$ cat config.mk
export PLATFORM = sky130hd
export DESIGN_NAME = ps2_key_filter
export DESIGN_NICKNAME = d
export VERILOG_FILES = /design/src/rtl/ps2_key_pkg.sv /design/src/rtl/ps2_key_fifo.sv /design/src/rtl/ps2_key_filter.sv
export SDC_FILE = /design/constraint.sdc
export NUM_CORES = 1
export LEC_CHECK = 0
export ABC_CLOCK_PERIOD_IN_PS = 6000
export CORE_MARGIN = 2
export CORE_UTILIZATION = 62
export DETAILED_ROUTE_END_ITERATION = 7
export HOLD_SLACK_MARGIN = 0.02
export PLACE_DENSITY = 0.84
export SYNTH_ARGS = -nofsm -noshare
export SYNTH_HDL_FRONTEND = slang
export SYNTH_SLANG_ARGS = --single-unit
$ cat constraint.sdc
create_clock -name clock -period 6 [get_ports clock]
set_input_delay 0.6 -clock clock [delete_from_list [all_inputs] [get_ports clock]]
set_output_delay 0.6 -clock clock [all_outputs]
set_load 0.005 [all_outputs]
$ cat src/rtl/ps2_key_pkg.sv
// ---------------------------------------------------------------------------
// ps2_key_pkg
// Shared definitions for the PS/2 key filter:
//   - scan-code constants (prefixes, arrows, enter, esc, WASD)
//   - parser state encoding
//   - held_keys bit indices and key lookup/encode helpers
// Optional build macro: PS2_WASD_EN (W/S/A/D alias the arrow keys).
// ---------------------------------------------------------------------------
package ps2_key_pkg;

    localparam logic [7:0] SC_EXT   = 8'hE0;
    localparam logic [7:0] SC_BRK   = 8'hF0;
    localparam logic [7:0] SC_UP    = 8'h75;
    localparam logic [7:0] SC_DOWN  = 8'h72;
    localparam logic [7:0] SC_LEFT  = 8'h6B;
    localparam logic [7:0] SC_RIGHT = 8'h74;
    localparam logic [7:0] SC_ENTER = 8'h5A;
    localparam logic [7:0] SC_ESC   = 8'h76;
    localparam logic [7:0] SC_W     = 8'h1D;
    localparam logic [7:0] SC_S     = 8'h1B;
    localparam logic [7:0] SC_A     = 8'h1C;
    localparam logic [7:0] SC_D     = 8'h23;

    // Bit positions inside held_keys = {esc,enter,right,left,down,up}
    localparam logic [2:0] KEY_UP    = 3'd0;
    localparam logic [2:0] KEY_DOWN  = 3'd1;
    localparam logic [2:0] KEY_LEFT  = 3'd2;
    localparam logic [2:0] KEY_RIGHT = 3'd3;
    localparam logic [2:0] KEY_ENTER = 3'd4;
    localparam logic [2:0] KEY_ESC   = 3'd5;

    typedef enum logic [1:0] {
        ST_IDLE    = 2'd0,
        ST_EXT     = 2'd1,
        ST_BRK     = 2'd2,
        ST_EXT_BRK = 2'd3
    } parseState_t;

    typedef struct packed {
        logic       hit;
        logic [2:0] idx;
    } keyHit_t;

    // Map an (extended, code) pair onto a held_keys index.
    function automatic keyHit_t lookupKey(input logic ext, input logic [7:0] code);
        keyHit_t r;
        r.hit = 1'b1;
        r.idx = KEY_UP;
        if (ext) begin
            case (code)
                SC_UP:    r.idx = KEY_UP;
                SC_DOWN:  r.idx = KEY_DOWN;
                SC_LEFT:  r.idx = KEY_LEFT;
                SC_RIGHT: r.idx = KEY_RIGHT;
                default:  r.hit = 1'b0;
            endcase
        end else begin
            case (code)
                SC_ENTER: r.idx = KEY_ENTER;
                SC_ESC:   r.idx = KEY_ESC;
`ifdef PS2_WASD_EN
                SC_W:     r.idx = KEY_UP;
                SC_S:     r.idx = KEY_DOWN;
                SC_A:     r.idx = KEY_LEFT;
                SC_D:     r.idx = KEY_RIGHT;
`endif
                default:  r.hit = 1'b0;
            endcase
        end
        return r;
    endfunction

    // Code handed to the consumer for a key; aliases collapse onto the arrow code.
    function automatic logic [7:0] keyCode(input logic [2:0] idx);
        logic [7:0] c;
        case (idx)
            KEY_UP:    c = SC_UP;
            KEY_DOWN:  c = SC_DOWN;
            KEY_LEFT:  c = SC_LEFT;
            KEY_RIGHT: c = SC_RIGHT;
            KEY_ENTER: c = SC_ENTER;
            KEY_ESC:   c = SC_ESC;
            default:   c = 8'h00;
        endcase
        return c;
    endfunction

endpackage

$ cat src/rtl/ps2_key_fifo.sv
// ---------------------------------------------------------------------------
// ps2_key_fifo
// Small synchronous FIFO holding accepted key codes.
// Ports:
//   clock, reset      clock / asynchronous active-high reset
//   push, dataIn      write request and data (taken when not full, or when
//                     a pop happens in the same cycle)
//   pop               read request (ignored when empty)
//   dataOut           head entry (valid when not empty)
//   full, empty       status
//   count             number of stored entries, 0..DEPTH
// DEPTH must be a power of two so the pointers wrap naturally.
// ---------------------------------------------------------------------------
module ps2_key_fifo #(
    parameter int DEPTH = 4,
    parameter int WIDTH = 8
) (
    input  logic                     clock,
    input  logic                     reset,
    input  logic                     push,
    input  logic                     pop,
    input  logic [WIDTH-1:0]         dataIn,
    output logic [WIDTH-1:0]         dataOut,
    output logic                     full,
    output logic                     empty,
    output logic [$clog2(DEPTH):0]   count
);
    localparam int AW = $clog2(DEPTH);
    localparam int CW = AW + 1;

    logic [WIDTH-1:0] mem [DEPTH];
    logic [AW-1:0]    wrPtr;
    logic [AW-1:0]    rdPtr;
    logic             doPush;
    logic             doPop;

    assign empty   = (count == '0);
    assign full    = (count == CW'(DEPTH));
    assign doPop   = pop && !empty;
    // A pop in the same cycle frees a slot, so a full FIFO still accepts.
    assign doPush  = push && (!full || doPop);
    assign dataOut = mem[rdPtr];

    always_ff @(posedge clock) begin
        if (doPush) begin
            mem[wrPtr] <= dataIn;
        end
    end

    always_ff @(posedge clock or posedge reset) begin
        if (reset) begin
            wrPtr <= '0;
            rdPtr <= '0;
            count <= '0;
        end else begin
            if (doPush) begin
                wrPtr <= wrPtr + AW'(1);
            end
            if (doPop) begin
                rdPtr <= rdPtr + AW'(1);
            end
            case ({doPush, doPop})
                2'b10:   count <= count + CW'(1);
                2'b01:   count <= count - CW'(1);
                default: count <= count;
            endcase
        end
    end

endmodule

$ cat src/rtl/ps2_key_filter.sv
// ---------------------------------------------------------------------------
// ps2_key_filter
// Cleans the raw PS/2 byte stream for the game controller: decodes E0/F0
// prefixes, suppresses typematic repeats, buffers new make codes and
// releases them one pulse at a time while the consumer is idle.
// Ports:
//   clock, reset       50 MHz clock / asynchronous active-high reset
//   ps2_key_pressed    1-cycle strobe, new byte on ps2_key_data
//   ps2_key_data       raw scan byte
//   accept_en          consumer idle; a key may be issued this cycle
//   key_pressed        1-cycle strobe to the consumer
//   key_data           make code (E0 stripped), holds between pulses
//   fifo_count         number of buffered keys
//   overflow           sticky: an accepted key was dropped on a full buffer
//   held_keys          {esc,enter,right,left,down,up} currently held
// Optional build macro: PS2_WASD_EN (W/S/A/D alias the arrow keys).
// ---------------------------------------------------------------------------
module ps2_key_filter
    import ps2_key_pkg::*;
#(
    parameter int FIFO_DEPTH     = 4,
    parameter int GAP_CYCLES     = 16,
    parameter int PREFIX_TIMEOUT = 1_000_000
) (
    input  logic                          clock,
    input  logic                          reset,
    input  logic                          ps2_key_pressed,
    input  logic [7:0]                    ps2_key_data,
    input  logic                          accept_en,
    output logic                          key_pressed,
    output logic [7:0]                    key_data,
    output logic [$clog2(FIFO_DEPTH):0]   fifo_count,
    output logic                          overflow,
    output logic [5:0]                    held_keys
);
    localparam int TW = $clog2(PREFIX_TIMEOUT + 1);
    localparam int GW = (GAP_CYCLES > 1) ? $clog2(GAP_CYCLES) : 1;
    localparam logic [TW-1:0] TIMEOUT_LAST = TW'(PREFIX_TIMEOUT - 1);
    localparam logic [GW-1:0] GAP_LOAD     = GW'(GAP_CYCLES - 1);

    parseState_t   parseState;
    logic [TW-1:0] timeoutCount;
    logic [GW-1:0] gapCount;

    logic          keyEvent;
    logic          keyIsBreak;
    logic          keyIsExt;
    keyHit_t       hit;
    logic          makeNew;
    logic          fifoPop;
    logic          fifoFull;
    logic          fifoEmpty;
    logic [7:0]    fifoHead;

    // Classify the incoming byte: prefix bytes only move the parser, any
    // other byte completes a make or break event.
    always_comb begin
        keyEvent   = 1'b0;
        keyIsBreak = 1'b0;
        keyIsExt   = 1'b0;
        if (ps2_key_pressed) begin
            case (parseState)
                ST_IDLE: begin
                    keyEvent = (ps2_key_data != SC_EXT) && (ps2_key_data != SC_BRK);
                end
                ST_EXT: begin
                    keyEvent = (ps2_key_data != SC_EXT) && (ps2_key_data != SC_BRK);
                    keyIsExt = 1'b1;
                end
                ST_BRK: begin
                    keyEvent   = 1'b1;
                    keyIsBreak = 1'b1;
                end
                default: begin
                    keyEvent   = 1'b1;
                    keyIsBreak = 1'b1;
                    keyIsExt   = 1'b1;
                end
            endcase
        end
    end

    assign hit = lookupKey(keyIsExt, ps2_key_data);

    // Only the first make of a key while it is released reaches the buffer.
    assign makeNew = keyEvent && !keyIsBreak && hit.hit && !held_keys[hit.idx];
    assign fifoPop = !fifoEmpty && accept_en && (gapCount == '0);

    ps2_key_fifo #(
        .DEPTH (FIFO_DEPTH),
        .WIDTH (8)
    ) keyFifo (
        .clock   (clock),
        .reset   (reset),
        .push    (makeNew),
        .pop     (fifoPop),
        .dataIn  (keyCode(hit.idx)),
        .dataOut (fifoHead),
        .full    (fifoFull),
        .empty   (fifoEmpty),
        .count   (fifo_count)
    );

    // Parser FSM. The timeout counter restarts on every byte and only runs
    // while a prefix is pending, so a lost byte cannot wedge the parser.
    always_ff @(posedge clock or posedge reset) begin
        if (reset) begin
            parseState   <= ST_IDLE;
            timeoutCount <= '0;
        end else if (ps2_key_pressed) begin
            timeoutCount <= '0;
            case (parseState)
                ST_IDLE: begin
                    if (ps2_key_data == SC_EXT) begin
                        parseState <= ST_EXT;
                    end else if (ps2_key_data == SC_BRK) begin
                        parseState <= ST_BRK;
                    end else begin
                        parseState <= ST_IDLE;
                    end
                end
                ST_EXT: begin
                    if (ps2_key_data == SC_BRK) begin
                        parseState <= ST_EXT_BRK;
                    end else if (ps2_key_data == SC_EXT) begin
                        parseState <= ST_EXT;
                    end else begin
                        parseState <= ST_IDLE;
                    end
                end
                default: parseState <= ST_IDLE;
            endcase
        end else if (parseState != ST_IDLE) begin
            if (timeoutCount == TIMEOUT_LAST) begin
                parseState   <= ST_IDLE;
                timeoutCount <= '0;
            end else begin
                timeoutCount <= timeoutCount + TW'(1);
            end
        end
    end

    // Held-key tracking, overflow flag and the paced issue of buffered keys.
    always_ff @(posedge clock or posedge reset) begin
        if (reset) begin
            held_keys   <= '0;
            overflow    <= 1'b0;
            key_pressed <= 1'b0;
            key_data    <= '0;
            gapCount    <= '0;
        end else begin
            key_pressed <= fifoPop;
            if (fifoPop) begin
                key_data <= fifoHead;
                gapCount <= GAP_LOAD;
            end else if (gapCount != '0) begin
                gapCount <= gapCount - GW'(1);
            end
            // The held bit is set even when the push is dropped, so the
            // repeats of a dropped key stay suppressed until it is released.
            if (keyEvent && hit.hit) begin
                held_keys[hit.idx] <= !keyIsBreak;
            end
            if (makeNew && fifoFull && !fifoPop) begin
                overflow <= 1'b1;
            end
        end
    end

endmodule

==> Word-level counts from Yosys, hierarchy flattened <==
Memory sizes are Yosys's and may differ from the RTL's. A register that Yosys moved wholly into a read port is not among the register bits.
Cells that the tools add are included.
W data, S select, Z words.
{ "totals": {"elab_cells": 106, "register_bits": 49, "mem_bits_rw": 28, "mem_count": 1, "input_bits": 12, "out_inout_bits": 19} }
{ "classes": {"n_eq_ne": 21, "n_addsub": 6, "reduce_logical": 33, "muxes": 33, "order_cmp": 2} }
{ "mem_list": {"columns": ["memory", "words", "width", "rd", "rd_ports_with_merged_regs", "wr", "line", "rtl"], "rows": [
  ["keyFifo.mem", 4, 7, 1, 1, 1, "ps2_key_fifo.sv:31", "logic [WIDTH-1:0] mem [DEPTH];"]
]} }
{ "op_table": {"columns": ["operator", "count"], "rows": [
  ["$mux W20", 3],
  ["$eq A8 B7 Y1 const B", 6],
  ["$pmux W7 S6", 1],
  ["$add A20 B1 Y20 const B", 1],
  ["$eq A20 B20 Y1 const B", 1],
  ["$eq A8 B8 Y1 const B", 2],
  ["$ne A8 B8 Y1 const B", 2],
  ["$mux W1", 13],
  ["$logic_and A1 B1 Y1", 12],
  ["$mux W2", 6],
  ["$mux W4", 3],
  ["$pmux W3 S2", 2],
  ["$reduce_bool A2 Y1", 5],
  ["$eq A3 B3 Y1 const B", 3],
  ["$bwmux W6", 1],
  ["$eq A3 B2 Y1 const B", 2],
  ["$logic_not A3 Y1", 2],
  ["$pmux W2 S3", 1],
  ["$reduce_or A2 Y1", 3],
  ["$logic_not A1 Y1", 5],
  ["$add A2 B1 Y2 const B", 2],
  ["$eq A2 B1 Y1 const B", 2],
  ["$eq A2 B2 Y1 const B", 2],
  ["$logic_not A4 Y1", 1],
  ["other kinds (14)", 14]
]} }

==> Depth between registers and ports, before layout <==
Gate-level depths: netlist of run 1.
{ "logic_depth": {"ltp_word": 12, "depth_mapped": 14, "depth_no_buf": 12} }

==> By module <==
From an unflattened synthesis of run 1, not the netlist that was laid out.
{ "unflattened": {"cells_unflattened": 329, "area_unflattened_um2": 3875.0} }
{ "modules_own_cells": {"columns": ["mod", "seq_area_each_um2", "cells_per_inst", "area_each_um2", "n_inst"], "rows": [
  ["ps2_key_filter", 1051.0, 248, 2283.4, 1],
  ["ps2_key_fifo", 1136.1, 81, 1591.5, 1]
]} }

==> Least setup slack after synthesis of run 1 <==
OpenSTA, ideal clock, no wires.
{ "synth_path": {"path_type": "input-to-reg", "startpoint": "in ps2_key_data[2]", "endpoint": "reg keyFifo.count[2]", "stages": 13, "arrival_time_ps": 3374, "required_ps": 5922, "n_path_buf": 2, "setup_ps": 78, "path_slack_ps": 2549, "cell_sequence": "buf_6 or3b_4 a2111oi_4 nor2_2 a211oi_4 a21boi_2 buf_4 nor2_1 fa_1 nor2_1 nand2b_1 a31o_1 a21oi_1"} }
{ "synth_between": {"elab_chain_cells": 10, "word_cells_on_any_way": 29, "classes_between": "eq/ne (10); mux (10); reduce/logical (9)"} }
{ "synth_lines": {"columns": ["item", "line", "rtl"], "rows": [
  ["start, declared", "ps2_key_filter.sv:28", "input logic [7:0] ps2_key_data,"],
  ["$eq A8 B7 Y1 (tied with other cells)", "ps2_key_pkg.sv:50", "case (code)"],
  ["$pmux W2 S3 (tied with other cells)", "ps2_key_pkg.sv:50", null],
  ["$mux W4 / $mux W1 (equally long branches)", null, null],
  ["$bmux W1 S3 / $mux W1 (equally long branches)", "ps2_key_filter.sv:86, ps2_key_filter.sv:61", null],
  ["$mux W1 (implied by the code) / $logic_and A1 B1 Y1 (equally long branches)", "ps2_key_filter.sv:86", "assign makeNew = keyEvent && !keyIsBreak && hit.hit && !held_keys[hit.idx];"],
  ["$logic_not A1 Y1 / $logic_and A1 B1 Y1 (equally long branches)", "ps2_key_filter.sv:86", null],
  ["$logic_and A1 B1 Y1 (*)", "ps2_key_filter.sv:86", null],
  ["$logic_and A1 B1 Y1 (*)", "ps2_key_fifo.sv:41", "assign doPush = push && (!full || doPop);"],
  ["$eq A2 B1 Y1 / $eq A2 B2 Y1 (equally long branches)", "ps2_key_fifo.sv:62", "case ({doPush, doPop})"],
  ["$pmux W3 S2 / $reduce_bool A2 Y1 (equally long branches)", null, null],
  ["end signal, assigned", "ps2_key_fifo.sv:63", "2'b10: count <= count + CW'(1);"],
  ["end signal, assigned", "ps2_key_fifo.sv:64", "2'b01: count <= count - CW'(1);"],
  ["end signal, assigned", "ps2_key_fifo.sv:65", "default: count <= count;"],
  ["end, declared", "ps2_key_fifo.sv:26", "output logic [$clog2(DEPTH):0] count"]
]} }
Every way passes the cells marked *; elsewhere a longest branch is shown, timed or not. The select of a mux whose other input is x is not followed.
A chain may end at the register's enable or synchronous reset.

==> Worst setup path after layout of run 1 <==
Same ends and word-level chain as after synthesis.

==> parameters.txt, run 1 <==
Parameter                              Value

Route
  Drt pass-1 iters ... 4
  Detailed-route vias per instance ... 5.897
  Antenna violation net count after detailed routing ... 0
  Number of DRC markers after the initial detailed-route iteration ... 232
  Number of vias after detailed routing ... 2695
  Number of DRC violations after detailed routing ... 0
  Wirelength per Cell ... 16.06 um
  Routed Wire Length ... 7341 um

Status
  Run status ... finished clean

Setup path
  Endpoint type of the worst setup path ... flop
  Worst Path Class, Setup ... in2reg
  Chain of cells forming the critical path ... clkdlybuf4s50_1, or3b_2, a2111oi_4, nor2_2, a211oi_4, a21boi_2, nor2_1, fa_1, nor2_1, nand2b_1, a31o_1, a21oi_1
  Top delay family on crit path ... compound AO/OA/AOI/OAI gates
  Buf/Inv on CP ... 1
  Crit path arrival time ... between 4 and 5 ns
  Critical Path Most Common Cell ... sky130_fd_sc_hd__nor2_1
  Critical-path top delay cell ... sky130_fd_sc_hd__clkdlybuf4s50_1
  Kind of start point of the critical path ... primary input
  Required arrival time at the worst endpoint ... about 6.3 ns
  Largest fanout on the critical path ... 11
  Largest stage delay on the critical path ... about 0.57 ns

Synthesis
  Mean instance size in the synthesized netlist ... 10.86 um^2
  Basic-gate share of the synthesized area counting and, or, nand and nor cells ... between 20 and 25%
  Proportion of synthesized area in mux cells ... roughly 5%
  Dominant combinational cell family by area after synthesis ... simple AND/OR/NAND/NOR gates
  Fraction of synthesis flops using an asynchronous set or reset pin ... between 60% and 70%
  Post-synth EDFFs ... 28
  Sequential cell area fraction in the yosys report ... roughly 54%
  Cells after Synth ... around 350
  Number of distinct library cell variants in the gate-level netlist after synthesis ... 58
  Number of storage elements in the synthesis netlist ... 76
  Cell area after technology mapping ... ~3800 um^2
  Leading area contributor after synthesis ... sky130_fd_sc_hd__dfrtp_1
  Count of warnings emitted by yosys ... 0
  Top-area cell type share of the netlist area ... a little under a third
  Share of the synthesized area in compound gates (AO/OA/AOI/OAI) ... between 10% and 20%
  Primary flip-flop cell chosen by synthesis mapping ... sky130_fd_sc_hd__dfrtp_1
  Synth Area in XOR/XNOR ... 4.366%
  Most common cell in the netlist ... sky130_fd_sc_hd__dfrtp_1
  Fraction of the mapped netlist area in adder cells ... under 10%
  Most frequent cells after synthesis ... sky130_fd_sc_hd__dfrtp_1 (48), sky130_fd_sc_hd__nand2_1 (45), sky130_fd_sc_hd__nor2_1 (33)
  Top post-synthesis cells by area ... sky130_fd_sc_hd__dfrtp_1 (32%), sky130_fd_sc_hd__edfxtp_1 (22%), sky130_fd_sc_hd__nand2_1 (4.4%), sky130_fd_sc_hd__mux4_2 (4.1%), sky130_fd_sc_hd__nor2_1 (3.3%)

Clock network
  Clock root cell ... sky130_fd_sc_hd__clkbuf_8
  Deepest clock path buffer count ... 2
  CTS Sinks ... 76
  Clock transition at the registers of the reported paths ... ~0.070 ns
  Number of gates resized after CTS ... 0
  Hold-fix buffer count after cts ... 0
  Count of H-tree levels built during CTS ... 3
  Buffers inserted by post-CTS timing repair ... 0
  TritonCTS clock tree ... yes
  TritonCTS buffer count ... 9
  Clock insertion delay at the later pin of the skew report ... approximately 0.34 ns

STA
  Final Slew Violations ... 0
  FMAX ... roughly 0.24 GHz
  Final Hold Slack ... 0.4775 ns
  Measured slew at the worst slew-check pin ... between 1 and 1.5 ns
  Final clock skew ... roughly 0.0057 ns
  Fin. Hold Viols ... 0
  Number of setup violations in the final report ... 0
  Min Tclk post-route ... ~4.1 ns
  Sum of negative setup slack ... 0 ns
  RSZ-0062 raised after global routing ... false
  Worst relative slew slack ... a little under a third
  Fraction of the cycle the final worst path needs ... 68.58%

GRT
  Vias in the first global route ... 2636
  Remaining global-route overflow ... 0
  Global-route wire length before repair ... 12060 um
  Number of antenna violations at the first check in global routing ... 0
  Total track usage ... roughly a quarter
  Maximum number of pins on one net before global-route repair ... 49

Floorplanning
  Total I/O pin count ... 31
  Die X ... 82.40 um
  Die Y-Extent ... roughly 80 um
  Initial cell density of the core ... approximately 64%
  Die footprint ... ~6800 um^2
  Area of the core ... about 5900 um^2
  Rows ... 28

Power
  Max IR drop VDD ... about 0.20 mV
  Power per cell area ... about 330 nW/um^2
  Leakage power summed over all cells ... 1.747 nW

Cells and area
  Area growth from synthesis to layout ... 14.28%
  Number of antenna cells inserted ... 0
  Post-route cell area ... 4355 um^2
  Total number of nets in the final design ... around 400
  Share of cells above drive strength 1 ... 8.115%

Hold path
  Worst Hold Class ... reg2reg

Placement
  Port-buffer cells ... 29
  Placer Congestion ... 0.8667
  DP Wirelength ... 4912 um
  Placed inst area ... just over 4000 um^2

Job
  Max-Cap Viols ... 0
-- path summary, 6_finish.rpt --
path,to,slack [ns],start,cells after the start
setup / recovery,keyFifo.count[2]$_DFFE_PP0P_,1.89,ps2_key_data[2],12
hold / removal,key_data[5]$_DFFE_PP0P_,0.48,key_data[5]$_DFFE_PP0P_,2
setup reg to reg,keyFifo.count[2]$_DFFE_PP0P_,2.56,parseState[0]$_DFFE_PP0P_,11
hold reg to reg,key_data[5]$_DFFE_PP0P_,0.48,key_data[5]$_DFFE_PP0P_,2
max in group asynchronous,held_keys[0]$_DFFE_PP0P_,4.55,reset,2
min in group asynchronous,timeoutCount[13]$_DFFE_PP0P_,0.82,reset,2
-- worst register-to-register path: stages (launching register included) --
cell,delay [ns]
sky130_fd_sc_hd__dfrtp_1,0.47
sky130_fd_sc_hd__and2_1,0.27
sky130_fd_sc_hd__a2111oi_4,0.48
sky130_fd_sc_hd__nor2_2,0.09
sky130_fd_sc_hd__a211oi_4,0.33
sky130_fd_sc_hd__a21boi_2,0.48
sky130_fd_sc_hd__nor2_1,0.11
sky130_fd_sc_hd__fa_1,0.47
sky130_fd_sc_hd__nor2_1,0.21
sky130_fd_sc_hd__nand2b_1,0.13
sky130_fd_sc_hd__a31o_1,0.23
sky130_fd_sc_hd__a21oi_1,0.11
-- layer usage --
metal  vias up  GRT usage [%]  routed length, um
li1       1297              -                  -
met1      1296          31.61               3141
met2        90          38.55               3668
met3        12          6.304                410
met4         0          10.33                121
met5         -              0                  0
-- stage by stage --
step	utilization [%]	cells	total power [mW]	setup WS, ns
5_1_grt	73.56	457	1.512	1.642
3_3_place_gp	69.72	442	0.9718	1.761
3_5_place_dp	69.72	442	0.9944	1.609
2_1_floorplan	-	354	0.8719	2.549
4_1_cts	73.56	457	1.443	1.924
6_report	73.56	457	1.431	1.885
-- registers in the layout, indices dropped and copies added (netlist names) --
| register | cells |
|---|---|
| keyFifo.mem | 28 |
| timeoutCount | 20 |
| key_data | 7 |
| held_keys | 6 |
| gapCount | 4 |
| keyFifo.count | 3 |
| keyFifo.rdPtr | 2 |
| keyFifo.wrPtr | 2 |
| parseState | 2 |
| key_pressed | 1 |
| overflow | 1 |
-- report_power, final --
group	switching [mW]	total, mW	internal (mW)
clock	0.177	0.448	0.271
combinational	0.136	0.307	0.171
sequential	0.0834	0.675	0.592
-- cell usage in the layout (no fill, tap or decap), types with 6 or more instances in the layout --
master and count:
sky130_fd_sc_hd__dfrtp_1 48, sky130_fd_sc_hd__nand2_1 45, sky130_fd_sc_hd__nor2_1 33, sky130_fd_sc_hd__clkdlybuf4s50_1 29, sky130_fd_sc_hd__edfxtp_1 28, sky130_fd_sc_hd__a21oi_1 18
sky130_fd_sc_hd__o21ai_0 16, sky130_fd_sc_hd__nand3_1 13, sky130_fd_sc_hd__inv_1 11, sky130_fd_sc_hd__and3_1 10, sky130_fd_sc_hd__xor2_1 10, sky130_fd_sc_hd__nand2b_1 9
sky130_fd_sc_hd__xnor2_1 9, sky130_fd_sc_hd__clkbuf_8 9, sky130_fd_sc_hd__mux4_2 7, sky130_fd_sc_hd__nor3_1 6, sky130_fd_sc_hd__ha_1 6
-- final cells by class --
cell class	count	area, um^2
flip-flops and latches	76	2042
clock inverters	6	103.9
clock buffers	9	123.9
well taps	75	93.84
fillers	404	1565
inverters	12	45.04
repair buffers	29	290.3
multi-input cells	250	1657
-- logic make-up (layout without fill, tap and decap cells) --
kind of cell | after synthesis | after routing
simple gates | 152 | 152
fa+ha+maj | 7 | 7
other cells | 2 | 5
xor+xnor | 19 | 19
flops | 76 | 76
buf+inv | 28 | 56
compound gates | 57 | 57
mux | 10 | 10
No activity file was read; power rests on OpenSTA's default activity.
==> run 2, diff against run 1 <==
--- a/config.mk
+++ b/config.mk
@@ -5,12 +5,12 @@
 export SDC_FILE = /design/constraint.sdc
 export NUM_CORES = 1
 export LEC_CHECK = 0
-export ABC_CLOCK_PERIOD_IN_PS = 6000
+export ABC_CLOCK_PERIOD_IN_PS = 3800
 export CORE_MARGIN = 2
-export CORE_UTILIZATION = 62
+export CORE_UTILIZATION = 58
 export DETAILED_ROUTE_END_ITERATION = 7
 export HOLD_SLACK_MARGIN = 0.02
-export PLACE_DENSITY = 0.84
+export PLACE_DENSITY = 0.8
 export SYNTH_ARGS = -nofsm -noshare
 export SYNTH_HDL_FRONTEND = slang
 export SYNTH_SLANG_ARGS = --single-unit
==> constraint.sdc (replaced) <==
create_clock -name clock -period 3.8 [get_ports clock]
set_input_delay 0.38 -clock clock [delete_from_list [all_inputs] [get_ports clock]]
set_output_delay 0.38 -clock clock [all_outputs]
set_load 0.005 [all_outputs]
==> parameters.txt, run 2 (synthesis gave the netlist of run 1 again) <==
Parameter                              Value

Cells and area
  Fin util ... 68.95% (-4.6 points)
  Number of antenna cells inserted ... 0 (unchanged)
  Largest register by flop count ... keyFifo.mem
  Most common cell after layout, fill and taps aside ... sky130_fd_sc_hd__dfrtp_1
  Share of cells above drive strength 1 ... 10.71% (+2.6 points)
  Post-route cell area ... 4378 um^2 (+0.52%)
  Largest registers ... keyFifo.mem x28, timeoutCount x20, key_data x7
  Post-layout instance count excluding filler cells ... 469 (+2.6%)
  Total of fill cells in the finished design ... 495 (+23%)
  Area of combinational cells with multiple inputs ... 1657 um^2 (unchanged)
  Total number of nets in the final design ... 406 (+2.3%)
  Register area ... 2042 um^2 (unchanged)
  Area growth from synthesis to layout ... 14.87%
  Max FFs per register ... 28 (unchanged)
  Commonest cells after routing, fill and taps aside ... sky130_fd_sc_hd__dfrtp_1 (48), sky130_fd_sc_hd__nand2_1 (45), sky130_fd_sc_hd__nor2_1 (33)

Floorplanning
  Initial cell density of the core ... 60.02% (-4.4 points)
  Die footprint ... 7235 um^2 (+6.6%)
  Die Y-Extent ... 85.06 um (+3.2%)
  Total I/O pin count ... 31 (unchanged)
  Die X ... 85.06 um (+3.2%)
  Rows ... 29 (+3.6%)
  Area of the core ... 6350 um^2 (+7.2%)

Clock network
  Hold-fix buffer count after cts ... 0 (unchanged)
  Clock insertion delay at the later pin of the skew report ... 0.36 ns (+0.02 ns)
  Clock root cell ... sky130_fd_sc_hd__clkbuf_8
  TritonCTS buffer count ... 9 (unchanged)
  Deepest clock path buffer count ... 2 (unchanged)
  Clock transition at the registers of the reported paths ... 0.08 ns (about the same)
  TritonCTS clock tree ... yes
  Buffers inserted by post-CTS timing repair ... 0 (unchanged)
  Count of H-tree levels built during CTS ... 3 (unchanged)
  CTS Sinks ... 76 (unchanged)
  Number of gates resized after CTS ... 0 (unchanged)

GRT
  Global-route wire length before repair ... 11860 um (-1.7%)
  Maximum number of pins on one net before global-route repair ... 49 (unchanged)
  Remaining global-route overflow ... 0 (unchanged)
  Vias in the first global route ... 2596 (-1.5%)
  Number of antenna violations at the first check in global routing ... 0 (unchanged)
  Total track usage ... 21.03% (-3.2 points)

Power
  Leakage power summed over all cells ... 1.767 nW (+1.1%)
  PnR Total Power ... 2.103 mW (+47%)
  Max IR drop VDD ... 0.3471 mV (+74%)
  Power per cell area ... 480.3 nW/um^2 (+46%)

STA
  Fin. Hold Viols ... 0 (unchanged)
  Final Slew Violations ... 0 (unchanged)
  Min Tclk post-route ... about 3.5 ns
  Worst relative slew slack ... 31.59% (-0.064 points)
  Final Hold Slack ... 0.4792 ns (+0.001707 ns)
  Sum of negative setup slack ... 0 ns (unchanged)
  Final clock skew ... 0.01183 ns (+0.006098 ns)
  Slack of the critical path ... 0.3109 ns (-1.575 ns)
  Fraction of the cycle the final worst path needs ... between 90 and 100%
  Measured slew at the worst slew-check pin ... 1.025 ns (+0.0009619 ns)
  FMAX ... around 0.29 GHz
  RSZ-0062 raised after global routing ... false
  Number of setup violations in the final report ... 0 (unchanged)

Route
  Number of DRC violations after detailed routing ... 0 (unchanged)
  Number of vias after detailed routing ... 2699 (+0.15%)
  Detailed-route vias per instance ... 5.755 (-2.4%)
  Number of DRC markers after the initial detailed-route iteration ... 147 (-37%)
  Wirelength per Cell ... 15.01 um (-6.5%)
  Antenna violation net count after detailed routing ... 0 (unchanged)
  Routed Wire Length ... 7041 um (-4.1%)
  Drt pass-1 iters ... 4 (unchanged)

Setup path
  Critical Path Most Common Cell ... sky130_fd_sc_hd__o21ai_0
  Largest fanout on the critical path ... 7 (-4)
  Buf/Inv on CP ... 1 (unchanged)
  Worst Path Class, Setup ... in2reg
  Crit path arrival time ... 3.77 ns (-0.61 ns)
  Critical-path top delay cell ... sky130_fd_sc_hd__clkdlybuf4s50_1
  Largest stage delay on the critical path ... 0.59 ns (+0.02 ns)
  Top delay family on crit path ... compound AO/OA/AOI/OAI gates
  Endpoint type of the worst setup path ... flop
  RR Startpoint ... parseState[0]$_DFFE_PP0P_
  Chain of cells forming the critical path ... clkdlybuf4s50_1, or3b_4, a2111oi_4, nor2_2, a211oi_4, a21boi_2, nor2_1, fa_1, and4b_1, o21ai_0, o21ai_0, a21oi_1
  Start point of the critical path ... ps2_key_data[1]
  Kind of start point of the critical path ... primary input
  Required arrival time at the worst endpoint ... 4.08 ns (-2.19 ns)

Placement
  Pre-CTS setup slack ... -0.004766 ns (-1.614 ns)
  Inst Count DP ... 453 (+2.5%)
  Placer Congestion ... 0.8324 (-4.0%)
  Placed inst area ... 4198 um^2 (+1.7%)
  Port-buffer cells ... 29 (unchanged)
  DP Wirelength ... 4930 um (+0.35%)

Hold path
  Worst Hold Class ... reg2reg
  Critical hold path startpoint ... key_data[0]$_DFFE_PP0P_

Status
  Run status ... finished clean

Job
  Max-Cap Viols ... 0 (unchanged)
[run 2: power by group]
group / internal, mW / switching, mW
Clock: 0.246 / 0.318
Combinational: 0.274 / 0.205
Sequential: 0.934 / 0.125
[run 2: path summary, 6_finish.rpt]
check	slack (ns)	to	cells after the start
max	0.31	keyFifo.count[2]$_DFFE_PP0P_	12
min	0.48	key_data[0]$_DFFE_PP0P_	2
max reg2reg	0.73	keyFifo.count[2]$_DFFE_PP0P_	11
min reg2reg	0.48	key_data[0]$_DFFE_PP0P_	2
max in group asynchronous	2.57	key_pressed$_DFF_PP0_	2
min in group asynchronous	0.58	key_data[5]$_DFFE_PP0P_	2
[run 2: worst min-delay path, cell delays in order, from the launching register on]
cell	delay (ns)
sky130_fd_sc_hd__dfrtp_1	0.35
sky130_fd_sc_hd__nand2_1	0.05
sky130_fd_sc_hd__nand2_1	0.05
[run 2: final cells by class]
class	count	share of cell area (%)
repair buffers	38	8.174
flip-flops and latches	76	46.64
well taps	77	2.201
clock buffers	9	2.829
inverters	12	1.029
clock inverters	7	1.286
multi-input cells	250	37.84
[run 2: layer usage]
layer  share of wire, %  vias to the layer above  global-route usage (%)
li1                   -                     1326                       -
met1                 45                     1309                   26.30
met2                 50                       52                   36.36
met3                3.1                       12                   3.794
met4                1.8                        0                   8.225
met5                  0                        -                       0
==> run 3, diff against run 2 <==
--- a/config.mk
+++ b/config.mk
@@ -6,11 +6,13 @@
 export NUM_CORES = 1
 export LEC_CHECK = 0
 export ABC_CLOCK_PERIOD_IN_PS = 3800
+export CELL_PAD_IN_SITES_DETAIL_PLACEMENT = 1
+export CELL_PAD_IN_SITES_GLOBAL_PLACEMENT = 1
 export CORE_MARGIN = 2
-export CORE_UTILIZATION = 58
+export CORE_UTILIZATION = 46
 export DETAILED_ROUTE_END_ITERATION = 7
 export HOLD_SLACK_MARGIN = 0.02
-export PLACE_DENSITY = 0.8
+export PLACE_DENSITY_LB_ADDON = 0.1
 export SYNTH_ARGS = -nofsm -noshare
 export SYNTH_HDL_FRONTEND = slang
 export SYNTH_SLANG_ARGS = --single-unit
==> parameters.txt, run 3 (synthesis gave the netlist of run 1 again) <==
Parameter                              Value

Status
  Run status ... finished clean

Route
  Number of DRC violations after detailed routing ... 0 (unchanged)
  Number of vias after detailed routing ... 2697 (-0.074%)
  Antenna violation net count after detailed routing ... 0 (unchanged)
  Wirelength per Cell ... 16.27 um (+8.3%)
  Number of DRC markers after the initial detailed-route iteration ... 58 (-61%)
  Detailed-route vias per instance ... 5.438 (-5.5%)
  Routed Wire Length ... 8068 um (+15%)
  Drt pass-1 iters ... 3 (-1)

STA
  Fin. Hold Viols ... 0 (unchanged)
  Final clock skew ... 0.009133 ns (-0.002692 ns)
  Final Hold Slack ... 0.4795 ns (+0.0003110 ns)
  Worst relative slew slack ... 31.51% (-0.072 points)
  Number of setup violations in the final report ... 0 (unchanged)
  Sum of negative setup slack ... 0 ns (unchanged)
  RSZ-0062 raised after global routing ... false
  Slack of the critical path ... 0.3460 ns (+0.03508 ns)
  Min Tclk post-route ... 3.454 ns (-0.03508 ns)
  Measured slew at the worst slew-check pin ... 1.026 ns (+0.001078 ns)
  Fraction of the cycle the final worst path needs ... 90.90% (-0.92 points)
  Final Slew Violations ... 0 (unchanged)
  FMAX ... 0.2895 GHz (+1.0%)

Setup path
  Worst Path Class, Setup ... in2reg
  Kind of start point of the critical path ... primary input
  Endpoint type of the worst setup path ... flop
  Largest fanout on the critical path ... 6 (-1)
  Required arrival time at the worst endpoint ... 4.08 ns (about the same)
  Crit path arrival time ... 3.73 ns (-0.04 ns)

Floorplanning
  Rows ... 33 (+14%)
  Area of the core ... 8134 um^2 (+28%)
  Die X ... 95.02 um (+12%)
  Die footprint ... 9029 um^2 (+25%)
  Die Y-Extent ... 95.02 um (+12%)
  Initial cell density of the core ... 46.85% (-13 points)
  Total I/O pin count ... 31 (unchanged)

Cells and area
  Most common cell after layout, fill and taps aside ... sky130_fd_sc_hd__dfrtp_1
  Register area ... 2042 um^2 (unchanged)
  Total number of nets in the final design ... 406 (unchanged)
  Largest register by flop count ... keyFifo.mem
  Total of fill cells in the finished design ... 887 (+79%)
  Area growth from synthesis to layout ... 17.27%
  Largest registers ... keyFifo.mem x28, timeoutCount x20, key_data x7
  Number of antenna cells inserted ... 0 (unchanged)
  Max FFs per register ... 28 (unchanged)
  Commonest cells after routing, fill and taps aside ... sky130_fd_sc_hd__dfrtp_1 (48), sky130_fd_sc_hd__nand2_1 (45), sky130_fd_sc_hd__nor2_1 (33)
  Share of cells above drive strength 1 ... 10.49% (-0.23 points)
  Area of combinational cells with multiple inputs ... 1657 um^2 (unchanged)
  Post-layout instance count excluding filler cells ... 496 (+5.8%)

Hold path
  Worst Hold Class ... reg2reg

Clock network
  Clock root cell ... sky130_fd_sc_hd__clkbuf_8
  TritonCTS buffer count ... 9 (unchanged)
  Hold-fix buffer count after cts ... 0 (unchanged)
  TritonCTS clock tree ... yes
  Buffers inserted by post-CTS timing repair ... 0 (unchanged)
  Deepest clock path buffer count ... 2 (unchanged)
  Clock insertion delay at the later pin of the skew report ... 0.35 ns (about the same)
  Clock transition at the registers of the reported paths ... 0.08 ns (about the same)
  Number of gates resized after CTS ... 0 (unchanged)
  CTS Sinks ... 76 (unchanged)
  Count of H-tree levels built during CTS ... 3 (unchanged)

GRT
  Total track usage ... 19.99% (-1.0 points)
  Vias in the first global route ... 2836 (+9.2%)
  Number of antenna violations at the first check in global routing ... 0 (unchanged)
  Maximum number of pins on one net before global-route repair ... 49 (unchanged)
  Remaining global-route overflow ... 0 (unchanged)
  Global-route wire length before repair ... 13640 um (+15%)

Power
  Max IR drop VDD ... 0.2225 mV (-36%)
  Power per cell area ... 510.4 nW/um^2 (+6.3%)
  Sw power ... 0.6395 mW (-1.5%)
  Combinational power share ... 21.3% (-1.5 points)
  Clock power frac ... 32.1% (+5.3 points)
  Internal ... 1.642 mW (+13%)
  Share of power burned in registers ... 46.6% (-3.8 points)
  PnR Total Power ... 2.281 mW (+8.5%)
  Leakage power summed over all cells ... 1.796 nW (+1.7%)
  Switching share of total power ... 28.03% (-2.8 points)

Placement
  Placer Congestion ... 0.7824 (-6.0%)
  Inst Count DP ... 481 (+6.2%)
  Port-buffer cells ... 29 (unchanged)
  Pre-CTS setup slack ... 0.1087 ns (+0.1135 ns)
  DP Wirelength ... 5725 um (+16%)

Job
  Max-Cap Viols ... 0 (unchanged)
==> run 3: changes by cell type in the layout (fill, tap and decap cells not counted), sizes merged <==
cell	change
bufinv	+3
clkinvlp	-1
inv	-3
==> run 3: worst paths after layout <==
| path | slack (ns) | from | to | depth (start not counted) |
|---|---|---|---|---|
| setup / recovery | 0.35 | ps2_key_data[5] | keyFifo.count[2]$_DFFE_PP0P_ | 12 |
| hold / removal | 0.48 | key_data[4]$_DFFE_PP0P_ | key_data[4]$_DFFE_PP0P_ | 2 |
| setup reg to reg | 0.70 | parseState[0]$_DFFE_PP0P_ | keyFifo.count[2]$_DFFE_PP0P_ | 11 |
| hold reg to reg | 0.48 | key_data[4]$_DFFE_PP0P_ | key_data[4]$_DFFE_PP0P_ | 2 |
| max in group asynchronous | 2.57 | reset | timeoutCount[17]$_DFFE_PP0P_ | 2 |
| min in group asynchronous | 0.59 | reset | timeoutCount[19]$_DFFE_PP0P_ | 2 |
==> run 3: layer usage <==
| metal | global-route usage (%) | part of all wire [%] | up-vias |
|---|---|---|---|
| li1 | - | - | 1316 |
| met3 | 4.585 | 2.7 | 8 |
| met5 | 0 | 0 | - |
| met4 | 6.039 | 1.1 | 0 |
| met2 | 34.28 | 51 | 29 |
| met1 | 25.34 | 46 | 1344 |
==> run 3: layout make-up <==
cell class                 instances  area share, %
multi-input combinational        250          37.07
clock inverter                     6          2.520
inverter                          12          1.008
tap                              105          2.940
sequential                        76          45.69
clock buffer                       9          2.772
timing repair buffer              38          8.007
==> run 3: through the flow <==
step / instance area (um^2) / utilization [%]
floorplan: 3822 / -
global placement: 4233 / 52.04
detailed placement: 4233 / 52.04
CTS: 4469 / 54.95
global route: 4469 / 54.95
finish: 4469 / 54.95
==> run 3: power groups by stage <==
stage / Sequential (mW) / Combinational, mW / Clock [mW]
3_5_place_dp: 1.08 / 0.491 / 0
4_1_cts: 1.07 / 0.493 / 0.752
2_1_floorplan: 1.01 / 0.364 / 0
5_1_grt: 1.08 / 0.554 / 0.784
3_3_place_gp: 1.08 / 0.470 / 0
6_report: 1.06 / 0.486 / 0.733
==> run 3: critical path, cell delays in order <==
cell and delay, ns:
sky130_fd_sc_hd__clkdlybuf4s50_1 0.58, sky130_fd_sc_hd__nor4b_1 0.36, sky130_fd_sc_hd__nor3b_1 0.45, sky130_fd_sc_hd__o21ai_1 0.21, sky130_fd_sc_hd__a211oi_4 0.33, sky130_fd_sc_hd__a21boi_2 0.24, sky130_fd_sc_hd__nor2_1 0.07, sky130_fd_sc_hd__fa_1 0.45
sky130_fd_sc_hd__nor2_1 0.22, sky130_fd_sc_hd__nand2b_1 0.11, sky130_fd_sc_hd__a31o_1 0.22, sky130_fd_sc_hd__a21oi_1 0.12
